File: config.mk
export PLATFORM = sky130hd
export DESIGN_NAME = shift_left_seq
export DESIGN_NICKNAME = d
export VERILOG_FILES = /design/src/rtl/shift_pkg.sv /design/src/rtl/shl_level.sv /design/src/rtl/shift_left_seq.sv
export SDC_FILE = /design/constraint.sdc
export NUM_CORES = 1
export LEC_CHECK = 0
export ABC_CLOCK_PERIOD_IN_PS = 1870
export BUFFER_PORTS_ARGS = -buffer_cell sky130_fd_sc_hd__buf_2
export CORE_UTILIZATION = 54
export DETAILED_ROUTE_END_ITERATION = 6
export GPL_TIMING_DRIVEN = 0
export PLACE_DENSITY = 0.78
export SYNTH_ARGS = -nofsm -noshare
export SYNTH_HDL_FRONTEND = slang
export SYNTH_SLANG_ARGS = --single-unit
File: constraint.sdc
create_clock -name clk -period 1.87 [get_ports clk]
set_input_delay 0.0935 -clock clk [delete_from_list [all_inputs] [get_ports clk]]
set_output_delay 0.0935 -clock clk [all_outputs]
set_load 0.02 [all_outputs]
File: src/rtl/shift_pkg.sv
// +----------------------------------------------------------------------+
// | shift_pkg : shared state and operation encodings for the shift units |
// | Revision  : 1.0                                                      |
// +----------------------------------------------------------------------+
`default_nettype none

package shift_pkg;

  typedef enum logic [1:0] {
    ST_IDLE  = 2'd0,
    ST_SHIFT = 2'd1,
    ST_DONE  = 2'd2
  } shift_state_e;

  typedef enum logic [1:0] {
    SH_LSL = 2'd0,
    SH_LSR = 2'd1,
    SH_ASR = 2'd2,
    SH_ROL = 2'd3
  } shift_op_e;

  // Width of a counter that indexes LOG2N barrel levels (at least one bit).
  function automatic int lvl_bits(input int log2n);
    return (log2n > 1) ? $clog2(log2n) : 1;
  endfunction

endpackage

`default_nettype wire

File: src/rtl/shl_level.sv
// +----------------------------------------------------------------------+
// | shl_level : one barrel level, acc << (1<<lvl) plus lost-bit OR       |
// | Revision  : 1.0                                                      |
// +----------------------------------------------------------------------+
`default_nettype none

module shl_level #(
  parameter int N   = 8,
  parameter int LOG = 3,
  parameter int LVW = 2
) (
  input  logic [N-1:0]   acc_i,
  input  logic [LVW-1:0] lvl_i,
  input  logic           en_i,
  output logic [N-1:0]   acc_o,
  output logic           disc_o
);

  localparam int NSEL = 1 << LVW;

  logic [N-1:0]    w_shift [NSEL];
  logic [NSEL-1:0] w_disc;

  // Unused selector slots (LOG not a power of two) are tied off.
  for (genvar gi = 0; gi < NSEL; gi++) begin : g_lvl
    if (gi < LOG) begin : g_real
      localparam int K = 1 << gi;
      assign w_shift[gi] = acc_i << K;
      assign w_disc[gi]  = |acc_i[N-1 -: K];
    end else begin : g_pad
      assign w_shift[gi] = '0;
      assign w_disc[gi]  = 1'b0;
    end
  end

  assign acc_o  = en_i ? w_shift[lvl_i] : acc_i;
  assign disc_o = en_i & w_disc[lvl_i];

endmodule

`default_nettype wire

File: src/rtl/shift_left_seq.sv
// +----------------------------------------------------------------------+
// | shift_left_seq : sequential logical left shift, one level per cycle  |
// | Revision       : 1.0                                                 |
// +----------------------------------------------------------------------+
`default_nettype none

module shift_left_seq
  import shift_pkg::*;
#(
  parameter int N = 8
) (
  input  logic         clk,
  input  logic         rst,
  input  logic         start,
  input  logic [N-1:0] a,
  input  logic [N-1:0] b,
  output logic [N-1:0] out,
  output logic         ovf,
  output logic         busy,
  output logic         done
);

  localparam int LOG = $clog2(N);
  localparam int LVW = lvl_bits(LOG);

  shift_state_e   state_q;
  logic [N-1:0]   acc_q;
  logic [N-1:0]   amt_q;
  logic [LVW-1:0] lvl_q;
  logic           ovf_acc_q;
  logic [N-1:0]   out_q;
  logic           ovf_q;
  logic           busy_q;
  logic           done_q;

  logic [N-1:0]   acc_d;
  logic           w_disc;
  logic           ovf_acc_d;
  logic           w_big;

  shl_level #(
    .N   (N),
    .LOG (LOG),
    .LVW (LVW)
  ) u_level (
    .acc_i  (acc_q),
    .lvl_i  (lvl_q),
    .en_i   (amt_q[lvl_q]),
    .acc_o  (acc_d),
    .disc_o (w_disc)
  );

  assign ovf_acc_d = ovf_acc_q | w_disc;
  assign w_big     = |amt_q[N-1:LOG];

  always_ff @(posedge clk) begin
    if (rst) begin
      state_q   <= ST_IDLE;
      acc_q     <= '0;
      amt_q     <= '0;
      lvl_q     <= '0;
      ovf_acc_q <= 1'b0;
      out_q     <= '0;
      ovf_q     <= 1'b0;
      busy_q    <= 1'b0;
      done_q    <= 1'b0;
    end else begin
      done_q <= 1'b0;
      case (state_q)
        ST_IDLE, ST_DONE: begin
          if (start) begin
            acc_q     <= a;
            amt_q     <= b;
            lvl_q     <= '0;
            ovf_acc_q <= 1'b0;
            busy_q    <= 1'b1;
            state_q   <= ST_SHIFT;
          end
        end
        ST_SHIFT: begin
          acc_q     <= acc_d;
          ovf_acc_q <= ovf_acc_d;
          lvl_q     <= lvl_q + LVW'(1);
          if (lvl_q == LVW'(LOG - 1)) begin
            state_q <= ST_DONE;
            busy_q  <= 1'b0;
            done_q  <= 1'b1;
            // Every bit of a is either lost or still in acc, so this ORs all of a.
            out_q   <= w_big ? '0 : acc_d;
            ovf_q   <= w_big ? (ovf_acc_d | (|acc_d)) : ovf_acc_d;
          end
        end
        default: state_q <= ST_IDLE;
      endcase
    end
  end

  assign out  = out_q;
  assign ovf  = ovf_q;
  assign busy = busy_q;
  assign done = done_q;

endmodule

`default_nettype wire

Word-level counts from Yosys, hierarchy flattened
Index checks and enable logic that the tools add are counted.
W data, S select, Z words.
{ "totals": {"word_cells": 59, "reg_bits": 32, "out_inout_bits": 11} }
{ "classes": {"mux": 23, "n_bitwise": 5, "reduce_logical": 13, "order_cmp": 3, "n_addsub": 1, "n_eq_ne": 5} }
{ "op_table": {"columns": ["operator", "count"], "rows": [
  ["$mux W8", 5],
  ["$bmux W8 S2", 1],
  ["$pmux W8 S2", 1],
  ["$pmux W2 S2", 2],
  ["$reduce_and A2 Y1", 4],
  ["$reduce_or A8 Y1", 1],
  ["$mux W1", 7],
  ["$mux W2", 3],
  ["$reduce_or A2 Y1", 3],
  ["$reduce_or A5 Y1", 1],
  ["$bmux W1 S2", 2],
  ["$eq A2 B2 Y1 const B", 2],
  ["$lt A2 B4 Y1 const B", 1],
  ["$ne A2 B2 Y1 const B", 2],
  ["$pmux W1 S2", 2],
  ["$reduce_or A4 Y1", 1],
  ["$ge A3 B3 Y1 const B", 1],
  ["$lt A2 B3 Y1 const B", 1],
  ["$not A2 Y3", 1],
  ["$reduce_and A3 Y1", 1],
  ["$add A2 B1 Y2 const B", 1],
  ["$eq A2 B1 Y1 const B", 1],
  ["$logic_not A2 Y1", 1],
  ["$or A1 B1 Y1", 2],
  ["other kinds (3)", 3]
]} }

Depth between registers and ports, before layout
Gate-level depths: netlist of the first run.
{ "logic_depth": {"word_depth": 8, "mapped_depth": 8, "mapped_depth_nobuf": 6} }

Cells and area by module
From an unflattened synthesis of the first run, not the netlist that was laid out.
{ "hier_totals": {"cells_unflattened": 180, "hier_area_um2": 1505.2} }
{ "modules_own_cells": {"columns": ["mod", "n_inst", "area_each_um2", "cells_per_inst", "seq_area_each_um2"], "rows": [
  ["shift_left_seq", 1, 1246.2, 147, 640.6],
  ["shl_level", 1, 259.0, 33, 0.0]
]} }

Least setup slack after synthesis of the first run
No wires, ideal clock.
{ "synth_timing": {"path_kind": "register -> register", "startpoint": "reg lvl_q[0]", "endpoint": "reg ovf_q, in the netlist ovf", "arrival_time_ps": 1556, "slack_ps": 175, "path_stages_with_launch": 9, "path_cell_list": "dfxtp_1 -> buf_4 -> buf_2 -> inv_1 -> ha_1 -> nand2_1 -> nor3_1 -> a22oi_1 -> o2111ai_1"} }
{ "synth_via": {"elab_chain_cells": 8, "elab_cells_between_ends": 16, "cone_classes": "eq/ne: 1; mux: 9; bitwise: 4; reduce/logical: 2"} }
{ "synth_rtl": {"columns": ["item", "line", "rtl"], "rows": [
  ["start, declared", "shift_left_seq.sv:29", "logic [LVW-1:0] lvl_q;"],
  ["start signal, assigned", "shift_left_seq.sv:83", "lvl_q <= lvl_q + LVW'(1);"],
  ["$not A2 Y3 (not written as such)", "shl_level.sv:36", "assign acc_o = en_i ? w_shift[lvl_i] : acc_i;"],
  ["$bmux W8 S2", "shl_level.sv:36", null],
  ["$mux W8 (not written as such) (2 in series)", "shl_level.sv:36", null],
  ["$mux W8", "shl_level.sv:36", null],
  ["$reduce_or A8 Y1", "shift_left_seq.sv:90", "ovf_q <= w_big ? (ovf_acc_d | (|acc_d)) : ovf_acc_d;"],
  ["$or A1 B1 Y1", "shift_left_seq.sv:90", null],
  ["$mux W1", "shift_left_seq.sv:90", null],
  ["end signal, assigned", "shift_left_seq.sv:90", null],
  ["end, declared", "shift_left_seq.sv:32", "logic ovf_q;"]
]} }
Several ways; a longest one is shown, not always the timed one. The select of a mux whose other input is x is not followed.
A chain may end at the register's enable or synchronous reset.

Worst setup path in the final report of the first run
Same ends and word-level chain as after synthesis.

==> results of run 1 <==
-- state kept, by name (all words and copies together), names as in the netlist --
signal and count:
lvl_q 2, ovf 1, done 1, out 8, ovf_acc_q 1, busy 1, amt_q 8, state_q 2
acc_q 8
-- cells in the final DEF, fill, tap and decap left out, drive strengths merged, types with 2 or more instances in the layout --
cell / instances
a21oi: 26
a22o: 6
a22oi: 9
buf: 33
clkbuf: 15
dfxtp: 32
dlygate4sd3: 9
inv: 2
mux2i: 6
nand2: 35
nand2b: 3
nand3: 5
nand3b: 2
nor2: 9
nor2b: 5
nor3: 3
o21a: 4
o21ai: 8
o221ai: 3
or4: 3
-- power groups by stage --
| stage | sequential, mW | clock, mW | combinational, mW |
|---|---|---|---|
| 2_1_floorplan | 0.752 | 0 | 0.182 |
| 3_3_place_gp | 0.756 | 0 | 0.241 |
| 3_5_place_dp | 0.759 | 0 | 0.249 |
| 4_1_cts | 0.743 | 0.530 | 0.266 |
| 5_1_grt | 0.749 | 0.560 | 0.298 |
| 6_report | 0.745 | 0.530 | 0.273 |
-- kinds of logic after synthesis --
logic type | share of synthesized area [%]
AO/OA/AOI/OAI | 26.2
adder cells (fa/ha/maj) | 0.802
buffers and inverters | 4.57
flip-flops | 41.1
multiplexers | 6.02
AND/OR/NAND/NOR | 21.3
-- synth_stat cells, drive strengths merged --
master | instances | area, µm²
a22oi | 9 | 67.6
a2111oi | 1 | 8.76
a21o | 1 | 7.51
nand3 | 5 | 25.0
or4 | 3 | 26.3
or3b | 1 | 8.76
a211o | 1 | 8.76
nor2b | 5 | 31.3
mux2 | 1 | 11.3
a32o | 1 | 10.0
o21ai | 8 | 40.0
and2b | 1 | 7.51
dfxtp | 32 | 641
nand2b | 3 | 18.8
or2 | 1 | 8.76
nand2 | 35 | 131
nor2 | 9 | 33.8
mux4 | 1 | 22.5
o2111ai | 1 | 8.76
o221ai | 3 | 26.3
ha | 1 | 12.5
mux2i | 6 | 60.1
o2bb2ai | 1 | 8.76
buf | 6 | 33.8
o22a | 1 | 8.76
nor3 | 3 | 26.3
nand3b | 2 | 15.0
a21oi | 26 | 130
inv | 2 | 7.51
a22o | 6 | 52.6
clkbuf | 8 | 30.0
o21a | 4 | 30.0
-- critical path, delay by kind of cell (launching register included) --
family | cells | cell delay (ps)
flip-flops | 1 | 340
AO/OA/AOI/OAI | 3 | 640
buffers and inverters | 2 | 310
AND/OR/NAND/NOR | 1 | 160
adder cells (fa/ha/maj) | 1 | 250
-- timing repair --
action,CTS,global route
endpoints found under the hold margin,9,0
gates resized for setup,3,4
hold buffers,9,0
buffers inserted,1,0
setup endpoints to repair,10,10
-- path summary, 6_finish.rpt --
check | slack [ps] | depth (start not counted) | endpoint
setup reg to reg | 80 | 7 | ovf$_SDFFE_PP0P_
hold reg to reg | 450 | 2 | out[2]$_SDFFE_PP0P_
hold / removal | 30 | 3 | acc_q[6]$_SDFFE_PP0P_
setup / recovery | 80 | 7 | ovf$_SDFFE_PP0P_
-- per-layer routing --
layer | up-vias | global-route usage (%)
met2 | 77 | 48.0
met4 | 0 | 15.4
met1 | 709 | 31.5
met5 | - | 0
li1 | 760 | -
met3 | 17 | 8.14
-- final cells by class --
class,count,share of cell area [%]
timing repair buffer,38,12.9
clock inverter,2,1.80
buffer,13,3.15
tap,31,1.99
clock buffer,6,2.12
sequential,32,33.0
inverter,2,0.386
multi-input combinational,140,44.7
-- stage by stage --
stage	setup WS, ps	cells	utilization, %
6_report	83.4	264	71.1
5_1_grt	-0.840	264	71.1
4_1_cts	93.3	264	70.7
3_5_place_dp	-272	247	63.6
3_3_place_gp	-236	247	63.6
2_1_floorplan	175	188	-
==> results.yml, run 1 <==
route:
  routed-wl-met3_um: 294
  topRoutingLayerUsed: "met4"
  viasPerCell: 5.92
  vias: 1563
  dr.first_iter.drc_count: 102
  wl_met2_um: 2110
  routed_wl_um: 4160
  drc_errors: 2
  dr.pass1.iters: 7
  post_drt_wl_per_cell_um: 15.8
  wl_met1_um: 1650
  ant_nets: 0
yosys:
  synth_nets: 208
  syn_area_per_cell_um2: 8.29
  ys_ff_latch: 32
  synth_cells: 188
  synth_area_mm2: 0.00156
  yosysSeqAreaShare_pct: 41.1
  synth_cell_types: 36
  yosys_warnings: 0
floorplan:
  fp.dieW_um: 55.7
  core_area_mm2: 0.00273
  initial_utilization_pct: 57.0
  ios: 30
  die-area_mm2: 0.00311
  die_h_um: 55.7
  num_rows: 19
worst_setup_path:
  cp-start-kind: "flip-flop"
  crit_path_cell_trace: "buf_4 -> inv_1 -> ha_1 -> nand2_2 -> a2111oi_0 -> a22oi_1 -> o2111ai_1"
  crit_fanout: 19
  cp-end-kind: "flip-flop"
  crit_path_max_incr_delay_ps: 410
  worstSetupStartpoint: "lvl_q[0]$_SDFFE_PP0P_"
  cp_slowest_cell: "a2111oi_0"
  path_class: "flip-flop to flip-flop"
  critPathArrivalTime_ps: 2060
  reg2reg_from: "lvl_q[0]$_SDFFE_PP0P_"
  crit_required_ps: 2140
sta:
  whs_ps: 28.0
  period_needed_ps: 1790
  relSlewSlack_pct: 62.8
  clock_skew_ps: 8.43
  tns_ps: 0
  fmax_ghz: 0.560
  maxSlewViolCount: 0
  tightest_slew_ps: 558
  fin_crit_sh_pct: 95.5
  hold_viol: 0
  setup_viol: 0
grt:
  grt_usage_pct: 28.2
  grt_pass1_wl_um: 6760
  grt_max_degree: 20
  antenna_found_initial: 0
  grt_pass1_vias: 1562
  grt-ovfl-total: 0
cts:
  clk_latency_ps: 350
  cts_tree: "yes"
  cts-root-buf: "clkbuf_4"
  clockBufferDepth: 2
  h-tree-depth: 2
  clk_pin_slew_worst_paths_ps: 110
  clock_sink_count: 32
  numCtsBuffers: 5
power:
  p_comb_share_pct: 17.7
  internal_power_mw: 1.11
  power_density_mw_per_mm2: 797
  power.net_switching_uw: 436
  irDropWorstVdd_mv: 0.739
  power_mw: 1.55
  pwr-share-clk_pct: 34.2
  seqPwrFrac_pct: 48.1
  p_leak_nw: 0.772
  swShare_pct: 28.2
placement:
  place_congestion: 0.875
  port_buffers: 28
  dp_hpwl_um: 2750
  dpl_cell_area_mm2: 0.00174
flow_run:
  cap_viol_max_count: 0
cells_and_area:
  fill_cells: 223
  diodes: 0
  seqCellArea_um2: 642
  layout-drive-gt1-share_pct: 21.9
  syn2layout_area_growth_pct: 24.7
  nets: 252
  final_cell_area_mm2: 0.00194
  multi_input_area_um2: 868
run_status:
  violations: "design-rule violations"
  status: "finished, violations left"
hold_path:
  min_from: "a[6]"
  holdCritPathClass: "primary input to flip-flop"
No activity file was read; power rests on OpenSTA's default activity.
==> run 2: changes to the inputs <==
--- a/config.mk
+++ b/config.mk
@@ -5,12 +5,12 @@
 export SDC_FILE = /design/constraint.sdc
 export NUM_CORES = 1
 export LEC_CHECK = 0
-export ABC_CLOCK_PERIOD_IN_PS = 1870
+export ABC_CLOCK_PERIOD_IN_PS = 1600
 export BUFFER_PORTS_ARGS = -buffer_cell sky130_fd_sc_hd__buf_2
-export CORE_UTILIZATION = 54
+export CORE_UTILIZATION = 49
 export DETAILED_ROUTE_END_ITERATION = 6
 export GPL_TIMING_DRIVEN = 0
-export PLACE_DENSITY = 0.78
+export PLACE_DENSITY = 0.75
 export SYNTH_ARGS = -nofsm -noshare
 export SYNTH_HDL_FRONTEND = slang
 export SYNTH_SLANG_ARGS = --single-unit
==> constraint.sdc (replaced) <==
create_clock -name clk -period 1.6 [get_ports clk]
set_input_delay 0.08 -clock clk [delete_from_list [all_inputs] [get_ports clk]]
set_output_delay 0.08 -clock clk [all_outputs]
set_load 0.02 [all_outputs]
==> run 2 against run 1 <==
The flow finishes with violations (negative setup slack). Register-to-register slack got worse by 170 ps. Sequential share of layout area decreased by 2.1 points. Global-route usage decreased by 3.0 points. Critical endpoint unchanged. Largest cell class unchanged. Highest routed layer unchanged.
==> results.yml, run 2 (synthesis results as in run 1) <==
run_status:
  status: "finished, violations left"
  violations: "negative setup slack"
floorplan:
  fp.dieW_um: 58.4
  die-area_mm2: 0.00341
  initial_utilization_pct: 51.5
  core_area_mm2: 0.00303
  die_h_um: 58.4
  ios: 30
  num_rows: 20
placement:
  place_congestion: 0.831
  dp_hpwl_um: 2530
  port_buffers: 28
sta:
  relSlewSlack_pct: 57.7
  fmax_ghz: 0.593
  clock_skew_ps: 8.34
  hold_viol: 0
  tns_ps: -217
  maxSlewViolCount: 0
  setup_slack_ps: -85.3
  tightest_slew_ps: 635
  setup_viol: 7
  fin_crit_sh_pct: 105
  period_needed_ps: 1690
  grt_setup_unrepaired: "yes"
cells_and_area:
  diodes: 0
  mostFrequentLayoutCell: "nand2_1"
  seqCellArea_um2: 644
  multi_input_area_um2: 948
  fill_cells: 254
  layout-drive-gt1-share_pct: 31.2
  syn2layout_area_growth_pct: 33.9
  final_cell_mix: "34 x nand2_1, 29 x dfxtp_1, 28 x buf_2"
  nets: 256
worst_setup_path:
  cp-end-kind: "flip-flop"
  crit_fanout: 2
  critPathArrivalTime_ps: 1890
  crit_required_ps: 1800
  cp-start-kind: "flip-flop"
  path_class: "flip-flop to flip-flop"
cts:
  clk_pin_slew_worst_paths_ps: 100
  clk_latency_ps: 340
  clockBufferDepth: 2
  cts_tree: "yes"
  h-tree-depth: 2
  clock_sink_count: 32
  cts-root-buf: "clkbuf_4"
  numCtsBuffers: 5
route:
  routed_wl_um: 3970
  post_drt_wl_per_cell_um: 14.1
  ant_nets: 0
  dr.pass1.iters: 4
  viasPerCell: 5.58
  vias: 1569
  drc_errors: 0
  dr.first_iter.drc_count: 64
grt:
  antenna_found_initial: 0
  grt_usage_pct: 25.2
  met1_usage_pct: 31.5
  grt_pass1_vias: 1443
  grt-ovfl-total: 0
  grt_max_degree: 20
  use_met3_pct: 6.37
  grt_pass1_wl_um: 6460
  grt_busiest_layer: "met2"
  grt_use_met2_pct: 40.2
hold_path:
  holdCritPathClass: "primary input to flip-flop"
power:
  power_mw: 1.85
  power_density_mw_per_mm2: 885
  p_leak_nw: 0.830
  irDropWorstVdd_mv: 0.477
flow_run:
  cap_viol_max_count: 0
[run 2: cell count changes in the layout (fill, tap and decap cells not counted), moves of 3 or more]
cell and change:
a21oi_2 +3, clkbuf_2 +3, buf_4 +3, a21oi_1 -4
[run 2: per-layer routing]
layer | wire length (µm) | vias up
met3 | 319 | 4
li1 | - | 773
met5 | 0 | -
met4 | 25 | 0
met2 | 1960 | 65
met1 | 1670 | 727
[run 2: worst paths after layout]
| path | start | end | slack [ps] | depth (start not counted) |
|---|---|---|---|---|
| setup / recovery | amt_q[4]$_SDFFE_PP0P_ | ovf$_SDFFE_PP0P_ | -90 | 5 |
| hold / removal | start | state_q[1]$_SDFFE_PP0P_ | 40 | 3 |
| setup reg to reg | amt_q[4]$_SDFFE_PP0P_ | ovf$_SDFFE_PP0P_ | -90 | 5 |
| hold reg to reg | out[2]$_SDFFE_PP0P_ | out[2]$_SDFFE_PP0P_ | 440 | 2 |
[run 2: layout make-up]
cell class / instances / area share (%)
Multi-Input combinational cell: 140 / 45.4
Tap cell: 44 / 2.64
Sequential cell: 32 / 30.9
Clock buffer: 6 / 1.98
Buffer: 13 / 3.60
Clock inverter: 2 / 1.68
Inverter: 2 / 0.360
Timing Repair Buffer: 42 / 13.4
[run 2: report_power, final]
part	switching, mW	internal (mW)
clock	0.279	0.327
combinational	0.201	0.165
sequential	0.0386	0.834
total	0.519	1.33
[run 2: repair_timing]
action / 4_1_cts / 5_1_grt
endpoints found under the setup margin: 29 / 25
hold buffers: 9 / 0
hold endpoints to repair: 9 / 0
cloned: 0 / 0
buffers inserted: 5 / 0
pin swaps: 6 / 10
gates resized for setup: 13 / 22
[run 2: through the flow]
step,instance area (µm²),setup slack [ps],std cells,util [%],hold WS [ps]
6_report,2090,-85.3,281,68.9,37.8
5_1_grt,2090,-155,281,68.9,27.2
4_1_cts,2000,-73.2,281,66.2,25.7
3_5_place_dp,1760,-289,260,58.1,325
3_3_place_gp,1760,-274,260,58.1,321
2_1_floorplan,1570,-47.3,188,-,216
[run 2: worst max-delay path, cell delays in order, from the launching register on]
cell and delay [ps]:
dfxtp_2 330, or4_4 530, nor2_1 250, nor3_2 100, a22oi_2 220, o2111ai_2 110
==> run 3: changes to the inputs <==
--- a/config.mk
+++ b/config.mk
@@ -11,6 +11,8 @@
 export DETAILED_ROUTE_END_ITERATION = 6
 export GPL_TIMING_DRIVEN = 0
 export PLACE_DENSITY = 0.75
+export SLEW_MARGIN = 20
 export SYNTH_ARGS = -nofsm -noshare
 export SYNTH_HDL_FRONTEND = slang
 export SYNTH_SLANG_ARGS = --single-unit
+export TNS_END_PERCENT = 20
==> run 3 against run 2 <==
The flow still finishes with violations (negative setup slack). Register-to-register slack barely moved. Critical path depth did not move. Global-route usage fell by 0.14 points. Non-clock buffer count did not move. Via count rose by 0.38%. Total power fell by 0.79%. Sequential share of layout area rose by 0.68 points. Sequential cell count did not move. Critical path type unchanged.
==> results.yml, run 3 (synthesis results as in run 1) <==
run_status:
  status: "finished, violations left"
  violations: "negative setup slack"
cells_and_area:
  mostFrequentLayoutCell: "nand2_1"
  seqCellArea_um2: 646
  layout-drive-gt1-share_pct: 28.7
  final_cell_area_mm2: 0.00205
  fill_cells: 261
  diodes: 0
  final_cell_mix: "34 x nand2_1, 29 x buf_2, 28 x dfxtp_1"
  syn2layout_area_growth_pct: 31.2
  multi_input_area_um2: 910
  nets: 256
power:
  power_density_mw_per_mm2: 895
  p_comb_share_pct: 19.0
  pwr-share-clk_pct: 33.5
  swShare_pct: 28.1
  power.net_switching_uw: 514
  internal_power_mw: 1.32
  irDropWorstVdd_mv: 0.475
  seqPwrFrac_pct: 47.6
  p_leak_nw: 0.819
route:
  viasPerCell: 5.60
  vias: 1575
  topRoutingLayerUsed: "met4"
  post_drt_wl_per_cell_um: 14.0
  wl_met1_um: 1670
  routed_wl_um: 3920
  dr.pass1.iters: 4
  drc_errors: 0
  dr.first_iter.drc_count: 63
  ant_nets: 0
  routed-wl-met3_um: 288
  wl_met2_um: 1910
flow_run:
  cap_viol_max_count: 0
worst_setup_path:
  r2r_slack_ps: -90
  reg2reg_from: "amt_q[7]$_SDFFE_PP0P_"
  crit_fanout: 2
  worstSetupStartpoint: "amt_q[7]$_SDFFE_PP0P_"
  r2r_end: "ovf$_SDFFE_PP0P_"
  crit_path_cell_trace: "or4_4 -> nor2_1 -> nor3_2 -> a22oi_2 -> o2111ai_2"
  crit_required_ps: 1810
  cp-start-kind: "flip-flop"
  cp_slowest_cell: "or4_4"
  r2r.worst_path.cells: 5
  critPathArrivalTime_ps: 1900
  cp-end-kind: "flip-flop"
  crit_path_max_incr_delay_ps: 540
  path_class: "flip-flop to flip-flop"
  crit_end: "ovf$_SDFFE_PP0P_"
grt:
  antenna_found_initial: 0
  grt_usage_pct: 25.0
  grt_max_degree: 20
  grt_pass1_vias: 1434
  grt_pass1_wl_um: 6420
  grt-ovfl-total: 0
sta:
  setup_slack_ps: -91.5
  period_needed_ps: 1690
  relSlewSlack_pct: 58.6
  grt_setup_unrepaired: "yes"
  tns_ps: -357
  hold_viol: 0
  whs_ps: 29.0
  maxSlewViolCount: 0
  setup_viol: 12
  fmax_ghz: 0.591
  tightest_slew_ps: 621
  clock_skew_ps: 9.05
  fin_crit_sh_pct: 106
cts:
  clockBufferDepth: 2
  clk_latency_ps: 340
  cts-root-buf: "clkbuf_4"
  cts_tree: "yes"
  clock_sink_count: 32
  numCtsBuffers: 5
  clk_pin_slew_worst_paths_ps: 100
  h-tree-depth: 2
placement:
  dpl_cell_area_mm2: 0.00176
  port_buffers: 28
  place_congestion: 0.831
  dp_hpwl_um: 2530
floorplan:
  core_area_mm2: 0.00303
  initial_utilization_pct: 51.5
  num_rows: 20
  ios: 30
  die_h_um: 58.4
  fp.dieW_um: 58.4
  die-area_mm2: 0.00341
hold_path:
  holdCritPathClass: "primary input to flip-flop"
-- run 3: metrics by stage --
step                worst slack (ps)  utilization [%]  power [mW]  cells
floorplan                      -47.3                -        1.09    188
global placement                -274             58.1        1.17    260
detailed placement              -289             58.1        1.18    260
CTS                            -73.2             66.2        1.82    281
global route                    -138             67.6        1.92    281
finish                         -91.5             67.6        1.83    281
-- run 3: final cells by class --
type                            instances  area share (%)
Buffer                                 13            3.49
Multi-Input combinational cell        140            44.5
Tap cell                               44            2.69
Sequential cell                        32            31.6
Timing Repair Buffer                   42            13.7
Clock buffer                            6            2.02
Clock inverter                          2            1.71
Inverter                                2           0.367
-- run 3: worst min-delay path by stage --
stage,slack (ps),cells past startpoint,endpoint,start
floorplan,220,2,amt_q[4]$_SDFFE_PP0P_,b[4]
global placement,320,3,amt_q[2]$_SDFFE_PP0P_,b[2]
detailed placement,330,3,amt_q[0]$_SDFFE_PP0P_,b[0]
CTS,30,3,state_q[1]$_SDFFE_PP0P_,start
global route,30,3,state_q[1]$_SDFFE_PP0P_,start
finish,30,3,acc_q[7]$_SDFFE_PP0P_,a[7]
-- run 3: per-layer routing --
layer  track usage [%]  vias to the layer above
li1                  -                      769
met1              31.5                      736
met2              39.7                       59
met3              6.37                       11
met4              12.9                        0
met5                 0                        -
-- run 3: timing repair --
action / in CTS / in global routing
pin swaps: 4 / 7
setup buffers: 5 / 0
gates cloned: 0 / 0
hold buffers: 9 / 0
setup endpoints to repair: 29 / 25
resized for setup: 11 / 12
endpoints found under the hold margin: 9 / 0
-- run 3: power by group through the flow --
stage	Combinational [mW]	Sequential, mW	Clock [mW]
finish	0.347	0.871	0.613
global route	0.383	0.875	0.662
CTS	0.332	0.869	0.618
detailed placement	0.291	0.886	0
global placement	0.290	0.885	0
floorplan	0.215	0.879	0
-- run 3: worst max-delay path: cells and delay by family (launching register included) --
| kind | cells | cell delay (ps) |
|---|---|---|
| flops | 1 | 330 |
| compound gates | 2 | 330 |
| simple gates | 3 | 900 |
